### src/rtl/rv_ctrl_pkg.sv
// Shared encodings for the RV32IM multi-cycle control unit: opcodes, FSM states
// and the select codes driven onto the datapath.
package rv_ctrl_pkg;

    localparam logic [4:0] OP_R      = 5'b01100;
    localparam logic [4:0] OP_IMM    = 5'b00100;
    localparam logic [4:0] OP_LOAD   = 5'b00000;
    localparam logic [4:0] OP_STORE  = 5'b01000;
    localparam logic [4:0] OP_BRANCH = 5'b11000;
    localparam logic [4:0] OP_JAL    = 5'b11011;
    localparam logic [4:0] OP_JALR   = 5'b11001;
    localparam logic [4:0] OP_LUI    = 5'b01101;
    localparam logic [4:0] OP_AUIPC  = 5'b00101;

    localparam logic [6:0] F7_MULDIV = 7'b0000001;

    typedef enum logic [2:0] {
        IDLE, FETCH, DECODE, EXEC, MDWAIT, MEM, WB, TRAP
    } state_t;

    localparam logic [1:0] PC_PLUS4 = 2'b00;
    localparam logic [1:0] PC_IMM   = 2'b01;
    localparam logic [1:0] PC_ALU   = 2'b10;

    localparam logic [1:0] WB_ALU = 2'b00;
    localparam logic [1:0] WB_MEM = 2'b01;
    localparam logic [1:0] WB_PC4 = 2'b10;
    localparam logic [1:0] WB_MD  = 2'b11;

    localparam logic [1:0] ALU_ADD = 2'b00;
    localparam logic [1:0] ALU_BR  = 2'b01;
    localparam logic [1:0] ALU_RF  = 2'b10;
    localparam logic [1:0] ALU_IF  = 2'b11;

    function automatic logic op_valid(input logic [4:0] op);
        case (op)
            OP_R, OP_IMM, OP_LOAD, OP_STORE, OP_BRANCH,
            OP_JAL, OP_JALR, OP_LUI, OP_AUIPC: op_valid = 1'b1;
            default:                          op_valid = 1'b0;
        endcase
    endfunction

endpackage

### src/rtl/rv_ctrl_wdog.sv
// Memory-wait watchdog: counts cycles spent waiting for a ready handshake and
// flags a timeout on the last tolerated cycle unless ready arrives in it.
module rv_ctrl_wdog #(
    parameter int WDOG_W   = 4,
    parameter int WDOG_MAX = 15
) (
    input  logic clk,
    input  logic rst,
    input  logic active,
    input  logic ready,
    input  logic clear,
    output logic timeout
);

    localparam logic [WDOG_W-1:0] MAX_CNT = WDOG_W'(WDOG_MAX);

    logic [WDOG_W-1:0] count;

    // NOTE: sequential state uses non-blocking assignments so every register
    // samples pre-edge values; blocking here would create ordering races.
    always_ff @(posedge clk or posedge rst) begin
        if (rst)
            count <= '0;
        else if (clear)
            count <= '0;
        else if (active && !ready)
            count <= count + WDOG_W'(1);
    end

    // A timeout always forces a state change, so count never passes MAX_CNT.
    assign timeout = active && !ready && (count == MAX_CNT);

endmodule

### src/rtl/rv_mc_ctrl.sv
// Multi-cycle RV32IM control FSM (fetch/decode/exec/mem/wb) with watchdog and
// sticky error flags. Define RV_C_EN to accept pre-expanded compressed instructions.
module rv_mc_ctrl
    import rv_ctrl_pkg::*;
#(
    parameter int ALUOP_W  = 2,
    parameter int WDOG_W   = 4,
    parameter int WDOG_MAX = 15
) (
    input  logic               clk,
    input  logic               rst,
    input  logic [31:0]        inst,
    input  logic               imem_ready,
    input  logic               dmem_ready,
    input  logic               md_done,
    input  logic               br_taken,
    output logic               imem_req,
    output logic               ir_write,
    output logic               pc_write,
    output logic [1:0]         pc_src,
    output logic               branch,
    output logic               mem_read,
    output logic               mem_write,
    output logic [1:0]         mem_to_reg,
    output logic [ALUOP_W-1:0] alu_op,
    output logic               alu_src,
    output logic               reg_write,
    output logic               md_start,
`ifdef RV_C_EN
    output logic               pc_inc2,
`endif
    output logic               illegal,
    output logic               bus_err
);

    state_t state, next_state;
    logic   illegal_set, bus_err_set;
    logic   wd_active, wd_ready, wd_timeout;

    logic [4:0] opcode;
    logic       is_load, is_md, inst_ok;
    logic       unused_inst;

    assign opcode      = inst[6:2];
    assign is_load     = (opcode == OP_LOAD);
    assign is_md       = (opcode == OP_R) && (inst[31:25] == F7_MULDIV);
    assign unused_inst = ^inst[24:7];

`ifdef RV_C_EN
    assign inst_ok = op_valid(opcode);
`else
    assign inst_ok = op_valid(opcode) && (inst[1:0] == 2'b11);
`endif

    assign wd_active = (state == FETCH) || (state == MEM);
    assign wd_ready  = (state == FETCH) ? imem_ready : dmem_ready;

    rv_ctrl_wdog #(
        .WDOG_W   (WDOG_W),
        .WDOG_MAX (WDOG_MAX)
    ) u_wdog (
        .clk     (clk),
        .rst     (rst),
        .active  (wd_active),
        .ready   (wd_ready),
        .clear   (next_state != state),
        .timeout (wd_timeout)
    );

    always_ff @(posedge clk or posedge rst) begin
        if (rst) begin
            state   <= IDLE;
            illegal <= 1'b0;
            bus_err <= 1'b0;
        end else begin
            state <= next_state;
            if (illegal_set) illegal <= 1'b1;
            if (bus_err_set) bus_err <= 1'b1;
        end
    end

    // NOTE: every output gets a default before the case so no path leaves a
    // signal unassigned, which would otherwise infer a latch.
    always_comb begin
        next_state  = state;
        illegal_set = 1'b0;
        bus_err_set = 1'b0;
        imem_req    = 1'b0;
        ir_write    = 1'b0;
        pc_write    = 1'b0;
        pc_src      = PC_PLUS4;
        branch      = 1'b0;
        mem_read    = 1'b0;
        mem_write   = 1'b0;
        mem_to_reg  = WB_ALU;
        alu_op      = ALUOP_W'(ALU_ADD);
        alu_src     = 1'b0;
        reg_write   = 1'b0;
        md_start    = 1'b0;

        case (state)
            IDLE: next_state = FETCH;

            FETCH: begin
                imem_req = 1'b1;
                if (imem_ready) begin
                    ir_write   = 1'b1;
                    next_state = DECODE;
                end else if (wd_timeout) begin
                    bus_err_set = 1'b1;
                    next_state  = TRAP;
                end
            end

            DECODE: begin
                if (inst_ok) begin
                    next_state = EXEC;
                end else begin
                    illegal_set = 1'b1;
                    next_state  = TRAP;
                end
            end

            EXEC: begin
                next_state = WB;
                case (opcode)
                    OP_R: begin
                        alu_op = ALUOP_W'(ALU_RF);
                        if (is_md) begin
                            md_start   = 1'b1;
                            next_state = MDWAIT;
                        end
                    end
                    OP_IMM: begin
                        alu_op  = ALUOP_W'(ALU_IF);
                        alu_src = 1'b1;
                    end
                    OP_LOAD, OP_STORE: begin
                        alu_src    = 1'b1;
                        next_state = MEM;
                    end
                    OP_BRANCH: begin
                        branch     = 1'b1;
                        alu_op     = ALUOP_W'(ALU_BR);
                        pc_write   = 1'b1;
                        pc_src     = br_taken ? PC_IMM : PC_PLUS4;
                        next_state = FETCH;
                    end
                    OP_JALR, OP_LUI, OP_AUIPC: alu_src = 1'b1;
                    default: ;
                endcase
            end

            MDWAIT: if (md_done) next_state = WB;

            MEM: begin
                mem_read  = is_load;
                mem_write = !is_load;
                if (dmem_ready) begin
                    if (is_load) begin
                        next_state = WB;
                    end else begin
                        pc_write   = 1'b1;
                        next_state = FETCH;
                    end
                end else if (wd_timeout) begin
                    bus_err_set = 1'b1;
                    next_state  = TRAP;
                end
            end

            WB: begin
                reg_write  = 1'b1;
                pc_write   = 1'b1;
                next_state = FETCH;
                if (is_load)
                    mem_to_reg = WB_MEM;
                else if (opcode == OP_JAL || opcode == OP_JALR)
                    mem_to_reg = WB_PC4;
                else if (is_md)
                    mem_to_reg = WB_MD;
                if (opcode == OP_JAL)
                    pc_src = PC_IMM;
                else if (opcode == OP_JALR)
                    pc_src = PC_ALU;
            end

            TRAP: ;

            default: next_state = IDLE;
        endcase
    end

`ifdef RV_C_EN
    logic is_c;

    always_ff @(posedge clk or posedge rst) begin
        if (rst)
            is_c <= 1'b0;
        else if (state == DECODE)
            is_c <= (inst[1:0] != 2'b11);
    end

    assign pc_inc2 = is_c && pc_write && (pc_src == PC_PLUS4);
`endif

endmodule

### config.mk
export PLATFORM = sky130hd
export DESIGN_NAME = rv_mc_ctrl
export DESIGN_NICKNAME = d
export VERILOG_FILES = /design/src/rtl/rv_ctrl_pkg.sv /design/src/rtl/rv_ctrl_wdog.sv /design/src/rtl/rv_mc_ctrl.sv
export SDC_FILE = /design/constraint.sdc
export NUM_CORES = 1
export LEC_CHECK = 0
export CELL_PAD_IN_SITES_DETAIL_PLACEMENT = 1
export CELL_PAD_IN_SITES_GLOBAL_PLACEMENT = 1
export CORE_MARGIN = 3
export CORE_UTILIZATION = 45
export CTS_BUF_LIST = sky130_fd_sc_hd__clkbuf_8 sky130_fd_sc_hd__clkbuf_16
export DETAILED_ROUTE_END_ITERATION = 16
export DONT_BUFFER_PORTS = 1
export GPL_TIMING_DRIVEN = 1
export PLACE_DENSITY = 0.77
export SLEW_MARGIN = 5
export SYNTH_ARGS = -nofsm -noshare
export SYNTH_HDL_FRONTEND = slang
export SYNTH_SLANG_ARGS = --single-unit
### constraint.sdc
create_clock -name clk -period 4.4 [get_ports clk]
set_input_delay 0.22 -clock clk [delete_from_list [all_inputs] [get_ports clk]]
set_output_delay 0.22 -clock clk [all_outputs]
set_load 0.01 [all_outputs]
Word level (Yosys, flattened, before mapping)
Memory sizes are Yosys's and may differ from the RTL's.
Index checks and enable logic that the tools add are counted.
{"block": "op_classes", "n_addsub": 1, "eq_ne": 18, "n_mux": 45, "reduce_logical": 14}
{"operator": "1-bit two-way mux", "n": 23}
{"operator": "3-bit two-way mux", "n": 6}
{"operator": "3-bit one-hot mux with 6 select lines", "n": 1}
{"operator": "2-bit two-way mux", "n": 8}
{"operator": "5-bit by 4-bit equality test with 1-bit output, second input constant", "n": 3}
{"operator": "5-bit equality test, second input constant", "n": 3}
{"operator": "5-bit by 3-bit equality test with 1-bit output, second input constant", "n": 2}
{"operator": "3-bit equality test, second input constant", "n": 3}
{"operator": "3-bit one-hot mux with 3 select lines", "n": 1}
{"operator": "4-bit two-way mux", "n": 2}
{"operator": "7-bit by 1-bit equality test with 1-bit output, second input constant", "n": 1}
{"operator": "3-bit by 2-bit equality test with 1-bit output, second input constant", "n": 2}
{"operator": "2-bit one-hot mux with 3 select lines", "n": 1}
{"operator": "6-bit OR reduction", "n": 1}
{"operator": "5-bit logical NOT", "n": 1}
{"operator": "4-bit by 1-bit adder with 4-bit output, second input constant", "n": 1}
{"operator": "4-bit equality test, second input constant", "n": 1}
{"operator": "1-bit logical AND", "n": 4}
{"operator": "2-bit one-hot mux with 2 select lines", "n": 1}
{"operator": "2-bit OR reduction", "n": 2}
{"operator": "3-bit by 1-bit equality test with 1-bit output, second input constant", "n": 1}
{"operator": "3-bit logical NOT", "n": 1}
{"operator": "3-bit inequality test", "n": 1}
{"operator": "1-bit one-hot mux with 3 select lines", "n": 1}
{"operator": "5 further kinds", "n": 7}
{"block": "totals", "regBits": 9, "mem_bits_ro": 32, "inputBits": 38, "elab_cells": 83, "n_memories": 1}
{"name": "(name not given)", "depth": 32, "word_bits": 1, "read_ports": 1, "rd_ports_with_merged_regs": 0, "wr": 0, "line_no": "rv_ctrl_pkg.sv:36", "source": "case (op)"}

Logic depth before layout (Yosys ltp)
Gate-level depths: netlist of run 1.
{"block": "depth", "depth_word": 10, "mapped_depth": 7, "ltp_nobuf": 7}

Hierarchy
Synthesis of run 1 repeated with hierarchy kept, for this count alone.
{"block": "unflattened", "cells_unflattened": 117, "area_unflattened_um2": 937.1}
{"module": "rv_mc_ctrl", "n_inst": 1, "cells_per_inst": 98, "area_per_inst_um2": 723.2, "seq_area_each_um2": 125.1}
{"module": "rv_ctrl_wdog", "n_inst": 1, "cells_per_inst": 19, "area_per_inst_um2": 214.0, "seq_area_each_um2": 100.1}

Worst setup path before layout of run 1
No wires, ideal clock.
{"block": "synth_path", "path_kind": "flip-flop to flip-flop", "startpoint": "reg u_wdog.count[0]", "endpoint": "reg u_wdog.count[1]", "setup_ns": 0.120, "t_arrival_ns": 1.737, "t_required_ns": 4.280, "slack_ns": 2.543, "path_stages_with_launch": 8, "n_path_buf": 0, "cell_sequence": "dfrtp_1 ha_1 and3_1 o311ai_1 a2bb2oi_2 mux2i_2 nor3_1 nor2b_1"}
{"block": "synth_via", "elab_chain_len": 7, "word_cells_on_any_way": 11, "cone_classes": "add/sub (1); eq/ne (2); mux (6); reduce/logical (2)"}
{"element": "start, declared", "line_no": "rv_ctrl_wdog.sv:17", "source": "logic [WDOG_W-1:0] count;"}
{"element": "start signal, assigned", "line_no": "rv_ctrl_wdog.sv:27", "source": "count <= count + WDOG_W'(1);"}
{"element": "4-bit equality test", "line_no": "rv_ctrl_wdog.sv:31", "source": "assign timeout = active && !ready && (count == MAX_CNT);"}
{"element": "1-bit logical AND", "line_no": "rv_ctrl_wdog.sv:31"}
{"element": "3-bit two-way mux", "line_no": "rv_mc_ctrl.sv:109, rv_mc_ctrl.sv:166"}
{"element": "3-bit two-way mux (on tied branches)", "line_no": "rv_mc_ctrl.sv:159, rv_mc_ctrl.sv:106"}
{"element": "3-bit one-hot mux with 6 select lines", "line_no": "rv_mc_ctrl.sv:101", "source": "case (state)"}
{"element": "3-bit inequality test", "line_no": "rv_mc_ctrl.sv:66", "source": ".clear (next_state != state),"}
{"element": "4-bit two-way mux or 2-bit nonzero test (tied branches)"}
Parallel ways exist; a longest one is shown, timed or not. The select of a mux whose other input is x is not followed.
A chain may end at the register's enable or synchronous reset.

Worst setup path after layout of run 1
{"block": "layout_path", "startpoint": "reg state[2]", "endpoint": "reg u_wdog.count[1]"}
{"block": "layout_via", "elab_chain_len": 10, "word_cells_on_any_way": 21, "cone_classes": "eq/ne (7); mux (7); reduce/logical (7)"}
{"element": "start, declared", "line_no": "rv_mc_ctrl.sv:36", "source": "state_t state, next_state;"}
{"element": "start signal, assigned", "line_no": "rv_mc_ctrl.sv:76", "source": "state <= next_state;"}
{"element": "3-bit by 1-bit equality test with 1-bit output", "line_no": "rv_mc_ctrl.sv:55, rv_mc_ctrl.sv:56, rv_mc_ctrl.sv:101"}
{"element": "1-bit two-way mux", "line_no": "rv_mc_ctrl.sv:56", "source": "assign wd_ready = (state == FETCH) ? imem_ready : dmem_ready;"}
{"element": "1-bit logical NOT", "line_no": "rv_ctrl_wdog.sv:26, rv_ctrl_wdog.sv:31"}
{"element": "1-bit logical AND", "line_no": "rv_ctrl_wdog.sv:26, rv_ctrl_wdog.sv:31"}
{"element": "1-bit logical AND", "line_no": "rv_ctrl_wdog.sv:31"}
{"element": "3-bit two-way mux", "line_no": "rv_mc_ctrl.sv:109, rv_mc_ctrl.sv:166"}
{"element": "3-bit two-way mux (on tied branches)", "line_no": "rv_mc_ctrl.sv:159, rv_mc_ctrl.sv:106"}
{"element": "3-bit one-hot mux with 6 select lines", "line_no": "rv_mc_ctrl.sv:101"}
{"element": "3-bit inequality test", "line_no": "rv_mc_ctrl.sv:66"}
{"element": "4-bit two-way mux or 2-bit nonzero test (tied branches)"}
Parallel ways exist; a longest one is shown, timed or not.

==> impl_metrics.py, run 1 <==
metrics = {
    "synthesis": {
        "synth_ff_type": "dfrtp_1",
        "synth_edf_count": 0,
        "synthesis.area_um2": 915,
        "synth.most_common_cell": "nand2_1",
        "avgSynthCellArea_um2": 8.31,
        "synth_top_area_share_pct": 24.6,
        "synth_warnings": 0,
        "seq_area_frac_synth_pct": 24.6,
        "netlist_instances": 110,
        "syn_nets": 149,
        "ys_ff_latch": 9,
        "synthTopCellsByCount": "11 x nand2_1, 9 x dfrtp_1, 8 x nor2_1",
        "synth_area_leaders": "dfrtp_1 25%, nand2_1 4.5%, nor2_1 3.3%",
        "yosysUniqueCellTypes": 48,
        "async_reset_ff_share_pct": 100,
        "synth.largest_area_cell": "dfrtp_1",
    },
    "clocking": {
        "clockBufferDepth": 2,
        "clkLatencyLatePin_ps": 230,
        "clock_sinks": 9,
        "cts_tree": "built",
        "ctsHoldBuffers": 1,
        "cts_buffers": 3,
        "clkSlewWorstSetupHoldPaths_ps": 40,
        "cts_setup_buffers": 0,
        "htree_levels": 1,
        "post_cts_resized": 0,
        "cts_root_buf": "clkbuf_8",
    },
    "drt": {
        "initialDrtViolationCount": 17,
        "post-route-drc-count": 0,
        "wl_mm": 2.46,
        "antenna_left": 0,
        "routed_via_density": 6.28,
        "wl_per_cell_um": 18.2,
        "vias": 848,
        "drtPass1Iterations": 4,
    },
    "global_routing": {
        "antenna_found_initial": 0,
        "grt_start_max_net_pins": 15,
        "grt_use_total_pct": 20.8,
        "grt_overflow": 0,
        "grt_pass1_vias": 851,
        "grt_pass1_wl_mm": 4.13,
    },
    "place": {
        "gp_congestion": 0.813,
        "hpwl_mm": 1.96,
        "port_buffers": 0,
        "dp_slack_ps": 2280,
    },
    "floorplan": {
        "rows": 15,
        "dieArea_um2": 2610,
        "initial_core_util_pct": 50.2,
        "core_um2": 1820,
        "die_h_um": 51.1,
        "ios": 55,
        "die_x_um": 51.1,
    },
    "critical_path": {
        "rrSetupSlack_ps": 2250,
        "crit_chain": "inv_1 > a211oi_4 > a22oi_1 > mux2i_1 > nor3_1 > nor2b_1",
        "arrival_ps": 2260,
        "timing.rr.end": "u_wdog.count[1]",
        "worstSetupStartpointType": "flop",
        "worstSetupEndpointType": "flop",
        "critPathMaxStageDelay_ps": 560,
        "crit_slowest_cell": "dfrtp_1",
        "critPathKind": "reg -> reg",
        "worstPathMaxFanout": 13,
        "crit_required_ps": 4520,
        "regToRegStartpoint": "state[2]",
        "r2r_cells": 6,
    },
    "cells_and_area": {
        "syn_to_final_growth_pct": 3.83,
        "drive_above_1_share_pct": 12.7,
        "final_net_count": 150,
        "diodes": 0,
    },
    "flow_run": {
        "maxCapViolCount": 0,
    },
    "pwr": {
        "power_density_nw_per_um2": 572,
        "p_leak_nw": 0.387,
        "max-vdd-ir-drop_mv": 0.272,
    },
    "sta": {
        "max_freq_ghz": 0.465,
        "drv_slew": 0,
        "worst_slack_ps": 2250,
        "setup_viol": 0,
        "rsz0062_at_grt": "no",
        "hold_ws_ps": 207,
        "max_slew_margin_pct": 72.7,
        "fin_setup_tns_ps": 0,
        "skew_ps": 0.355,
        "final_hold_viol_count": 0,
        "worstMarginPinSlew_ps": 398,
        "post-route-min-period_ps": 2150,
        "period_share_pct": 48.8,
    },
    "hold_path": {
        "min_to": "state[0]",
        "holdCritPathClass": "in -> reg",
        "hp-start": "dmem_ready",
        "worst_hold_path.num_cells": 2,
    },
    "run_status": {
        "status": "completed",
    },
}
[logic make-up (layout without fill, tap and decap cells)]
family                   Yosys count  in the layout  synth area share, %
XOR/XNOR                           4              4                 3.83
buffers and inverters             12             12                 8.48
multiplexers                       3              3                 3.69
flip-flops                         9              9                 24.6
AO/OA/AOI/OAI                     23             23                 20.1
adder cells (fa/ha/maj)            1              1                 1.37
AND/OR/NAND/NOR                   58             58                 37.9
[metal layers]
metal	share of wire (%)	track usage [%]	vias up
met5	0	0	-
met4	0.33	2.24	0
met3	6.2	7.00	2
met2	46	31.3	27
met1	47	29.4	415
li1	-	-	404
[placed cells by master, fill, tap and decap left out, types with 4 or more instances in the layout]
cell	instances
a21oi_1	4
dfrtp_1	9
inv_1	8
nand2_1	11
nand3_1	4
nand4_1	4
nor2_1	8
[final cells by class]
type,instances,area (µm²)
timing repair buffer,1,10.0
inverter,7,26.3
clock buffer,3,41.3
tap,25,31.3
clock inverter,1,3.75
multi-input combinational,89,612
sequential,9,225
fill,235,871
[flip-flops by register name, indices dropped and copies added, names as in the netlist]
signal and cells:
state 3, u_wdog.count 4, bus_err 1, illegal 1
[worst max-delay path by stage]
stage	from	endpoint	slack [ps]
6_report	state[2]	u_wdog.count[1]	2250
5_1_grt	state[2]	u_wdog.count[1]	2050
4_1_cts	state[2]	u_wdog.count[1]	2260
3_5_place_dp	state[2]	u_wdog.count[1]	2280
3_3_place_gp	state[2]	u_wdog.count[1]	2330
2_1_floorplan	u_wdog.count[0]	u_wdog.count[1]	2540
[report_power, final]
group	switching (mW)	internal, mW	total [mW]
Clock	0.0305	0.0606	0.0910
Sequential	0.0456	0.100	0.146
Combinational	0.186	0.121	0.307
[metrics by stage]
stage / power (mW) / cells / cell area, µm² / util [%]
floorplan: 0.412 / 110 / 915 / -
global placement: 0.434 / 130 / 895 / 49.1
detailed placement: 0.450 / 130 / 895 / 49.1
CTS: 0.547 / 135 / 950 / 52.2
global route: 0.592 / 135 / 950 / 52.2
finish: 0.544 / 135 / 950 / 52.2
[critical path, delay by kind of cell (launching register included)]
family | cells | cell delay, ps
muxes | 1 | 380
DFF | 1 | 560
and+or+nand+nor | 2 | 240
buffers and inverters | 1 | 240
AOI/OAI and AO/OA | 2 | 610
No activity file was read; power rests on OpenSTA's default activity.
==> inputs of run 2 (changes only) <==
--- a/config.mk
+++ b/config.mk
@@ -5,15 +5,16 @@
 export SDC_FILE = /design/constraint.sdc
 export NUM_CORES = 1
 export LEC_CHECK = 0
+export ABC_AREA = 1
 export CELL_PAD_IN_SITES_DETAIL_PLACEMENT = 1
 export CELL_PAD_IN_SITES_GLOBAL_PLACEMENT = 1
 export CORE_MARGIN = 3
-export CORE_UTILIZATION = 45
+export CORE_UTILIZATION = 40
 export CTS_BUF_LIST = sky130_fd_sc_hd__clkbuf_8 sky130_fd_sc_hd__clkbuf_16
 export DETAILED_ROUTE_END_ITERATION = 16
 export DONT_BUFFER_PORTS = 1
 export GPL_TIMING_DRIVEN = 1
-export PLACE_DENSITY = 0.77
+export PLACE_DENSITY = 0.73
 export SLEW_MARGIN = 5
 export SYNTH_ARGS = -nofsm -noshare
 export SYNTH_HDL_FRONTEND = slang
==> constraint.sdc (replaced) <==
create_clock -name clk -period 2.2 [get_ports clk]
set_input_delay 0.11 -clock clk [delete_from_list [all_inputs] [get_ports clk]]
set_output_delay 0.11 -clock clk [all_outputs]
set_load 0.01 [all_outputs]
==> run 2 against run 1 <==
Clock skew is essentially flat. Global-route usage shrank 2.6 points. Register-to-register slack lost 1800 ps. Die area grew 17%. Sequential share of layout area shrank 2.2 points. Non-clock buffer count grew 1. Synthesized cell count grew 34%. Critical path type is now reg -> out. Core utilization shrank 5.8 points. First-iteration DRC count shrank 24%. Sequential power grew 100%. Worst hold slack lost 88 ps. Cell area grew 10%.
==> impl_metrics.py, run 2 <==
metrics = {
    "place": {
        "gp_congestion": 0.811,
        "numPlacedInstances": 174,
        "hpwl_mm": 2.15,
        "port_buffers": 0,
    },
    "clocking": {
        "cts_setup_buffers": 0,
        "cts_root_buf": "clkbuf_8",
        "htree_levels": 1,
        "clkSlewWorstSetupHoldPaths_ps": 40,
        "cts_tree": "built",
        "ctsHoldBuffers": 1,
        "clockBufferDepth": 2,
        "clock_sinks": 9,
        "clkLatencyLatePin_ps": 240,
        "post_cts_resized": 0,
        "cts_buffers": 3,
    },
    "cells_and_area": {
        "final_cell_mix": "31 x nand2_1, 24 x nor2_1, 23 x inv_1",
        "final_net_count": 191,
        "instances_no_fill": 179,
        "layout_commonest_cell": "nand2_1",
        "drive_above_1_share_pct": 22.5,
        "largest_reg_flops": 4,
        "largest_registers": "u_wdog.count (4), state (3)",
        "finish.utilization_pct": 46.4,
        "regMostFlops": "u_wdog.count",
        "syn_to_final_growth_pct": 7.87,
        "diodes": 0,
    },
    "synthesis": {
        "avgSynthCellArea_um2": 6.60,
        "seq_area_frac_synth_pct": 23.2,
        "ys_ff_latch": 9,
        "synthesis.area_um2": 970,
        "synth_edf_count": 0,
        "netlist_instances": 147,
        "synth.largest_area_cell": "dfrtp_1",
        "synthTopCellsByCount": "31 x nand2_1, 24 x nor2_1, 22 x inv_1",
        "synth_area_leaders": "dfrtp_1 23%, nand2_1 12%, nor2_1 9.3%",
        "synth.most_common_cell": "nand2_1",
        "synth_warnings": 0,
        "yosysUniqueCellTypes": 30,
        "syn_nets": 186,
        "async_reset_ff_share_pct": 100,
        "synth_top_area_share_pct": 23.2,
        "synth_ff_type": "dfrtp_1",
    },
    "pwr": {
        "max-vdd-ir-drop_mv": 0.591,
        "p_leak_nw": 0.528,
        "internal_power_mw": 0.549,
        "p_seq_share_pct": 25.4,
        "netSwitchingPower_mw": 0.615,
        "power_frac_comb_pct": 58.3,
        "power_density_nw_per_um2": 1110,
        "clkPwrFrac_pct": 16.3,
        "power_switching_share_pct": 52.8,
    },
    "sta": {
        "skew_ps": 0.289,
        "setup_viol": 0,
        "drv_slew": 0,
        "worstMarginPinSlew_ps": 452,
        "post-route-min-period_ps": 1990,
        "max_freq_ghz": 0.502,
        "final_hold_viol_count": 0,
        "period_share_pct": 90.6,
        "rsz0062_at_grt": "no",
        "max_slew_margin_pct": 69.9,
        "fin_setup_tns_ps": 0,
    },
    "critical_path": {
        "startpoint": "state[1]",
        "worstSetupEndpointType": "output port",
        "worstPathMaxFanout": 8,
        "worstSetupStartpointType": "flop",
        "critPathKind": "reg -> out",
        "timing.rr.end": "u_wdog.count[3]",
        "endpoint": "pc_src[0]",
        "regToRegStartpoint": "state[1]",
        "r2r_cells": 10,
        "rrSetupSlack_ps": 420,
        "crit_required_ps": 2090,
        "arrival_ps": 1880,
    },
    "global_routing": {
        "grt_pass1_vias": 965,
        "grt_start_max_net_pins": 10,
        "grt_overflow": 0,
        "grt_pass1_wl_mm": 4.51,
        "grt_use_total_pct": 18.1,
        "antenna_found_initial": 0,
    },
    "drt": {
        "wl_per_cell_um": 13.9,
        "post-route-drc-count": 0,
        "wl_met2_mm": 1.22,
        "wl_mm": 2.48,
        "drt-met1-wl_mm": 1.11,
        "initialDrtViolationCount": 13,
        "routed_via_density": 5.17,
        "vias": 925,
        "drtPass1Iterations": 2,
        "antenna_left": 0,
        "top_layer": "met4",
        "met3_length_um": 144,
    },
    "floorplan": {
        "ios": 55,
        "die_h_um": 55.2,
        "dieArea_um2": 3050,
        "initial_core_util_pct": 43.0,
        "rows": 17,
        "die_x_um": 55.2,
        "core_um2": 2250,
    },
    "flow_run": {
        "maxCapViolCount": 0,
    },
    "run_status": {
        "status": "completed",
    },
    "hold_path": {
        "hp-start": "dmem_ready",
        "holdCritPathClass": "in -> reg",
    },
}
run 2: critical path, cell delays in order, from the launching register on:
cell,delay [ps]
dfrtp_1,600
nand2_1,140
nor2_1,240
inv_1,160
nor2_1,270
a32o_1,230
run 2: final cells by class:
cell class / instances / area (µm²)
sequential: 9 / 225
timing repair buffer: 2 / 17.5
fill: 310 / 1210
inverter: 28 / 105
multi-input combinational: 108 / 618
clock buffer: 3 / 41.3
clock inverter: 1 / 3.75
tap: 28 / 35.0
run 2: per-layer routing:
metal | vias up | global-route usage, %
li1 | 464 | -
met1 | 433 | 23.1
met2 | 25 | 30.2
met3 | 3 | 6.31
met4 | 0 | 2.43
met5 | - | 0
run 2: power by group through the flow:
stage	registers, mW	clock network, mW	logic [mW]
6_report	0.296	0.190	0.678
5_1_grt	0.304	0.212	0.774
4_1_cts	0.295	0.195	0.691
3_5_place_dp	0.297	0	0.687
3_3_place_gp	0.293	0	0.656
2_1_floorplan	0.225	0	0.647
run 2: kinds of logic (layout without fill, tap and decap cells):
logic type | Yosys count | after routing | synth area share, %
AO/OA/AOI/OAI | 8 | 8 | 5.42
XOR/XNOR | 3 | 3 | 2.71
adder cells (fa/ha/maj) | 1 | 1 | 1.29
buffers and inverters | 30 | 34 | 13.0
flip-flops | 9 | 9 | 23.2
AND/OR/NAND/NOR | 96 | 96 | 54.3
run 2: how the worst min path moves through the flow:
| stage | cells past startpoint | slack, ps | to |
|---|---|---|---|
| after floorplan | 1 | -60 | bus_err |
| after global placement | 1 | -20 | bus_err |
| after detailed placement | 1 | -20 | state[2] |
| after CTS | 4 | 120 | state[1] |
| after global routing | 4 | 140 | state[1] |
| final | 4 | 120 | state[1] |
run 2: per-stage QoR:
step,worst slack (ps),hold WS [ps],area (µm²),total power [mW]
2_1_floorplan,649,-62.1,970,0.871
3_3_place_gp,487,-21.2,991,0.948
3_5_place_dp,418,-22.7,991,0.984
4_1_cts,206,123,1050,1.18
5_1_grt,75.8,144,1050,1.29
6_report,206,119,1050,1.16
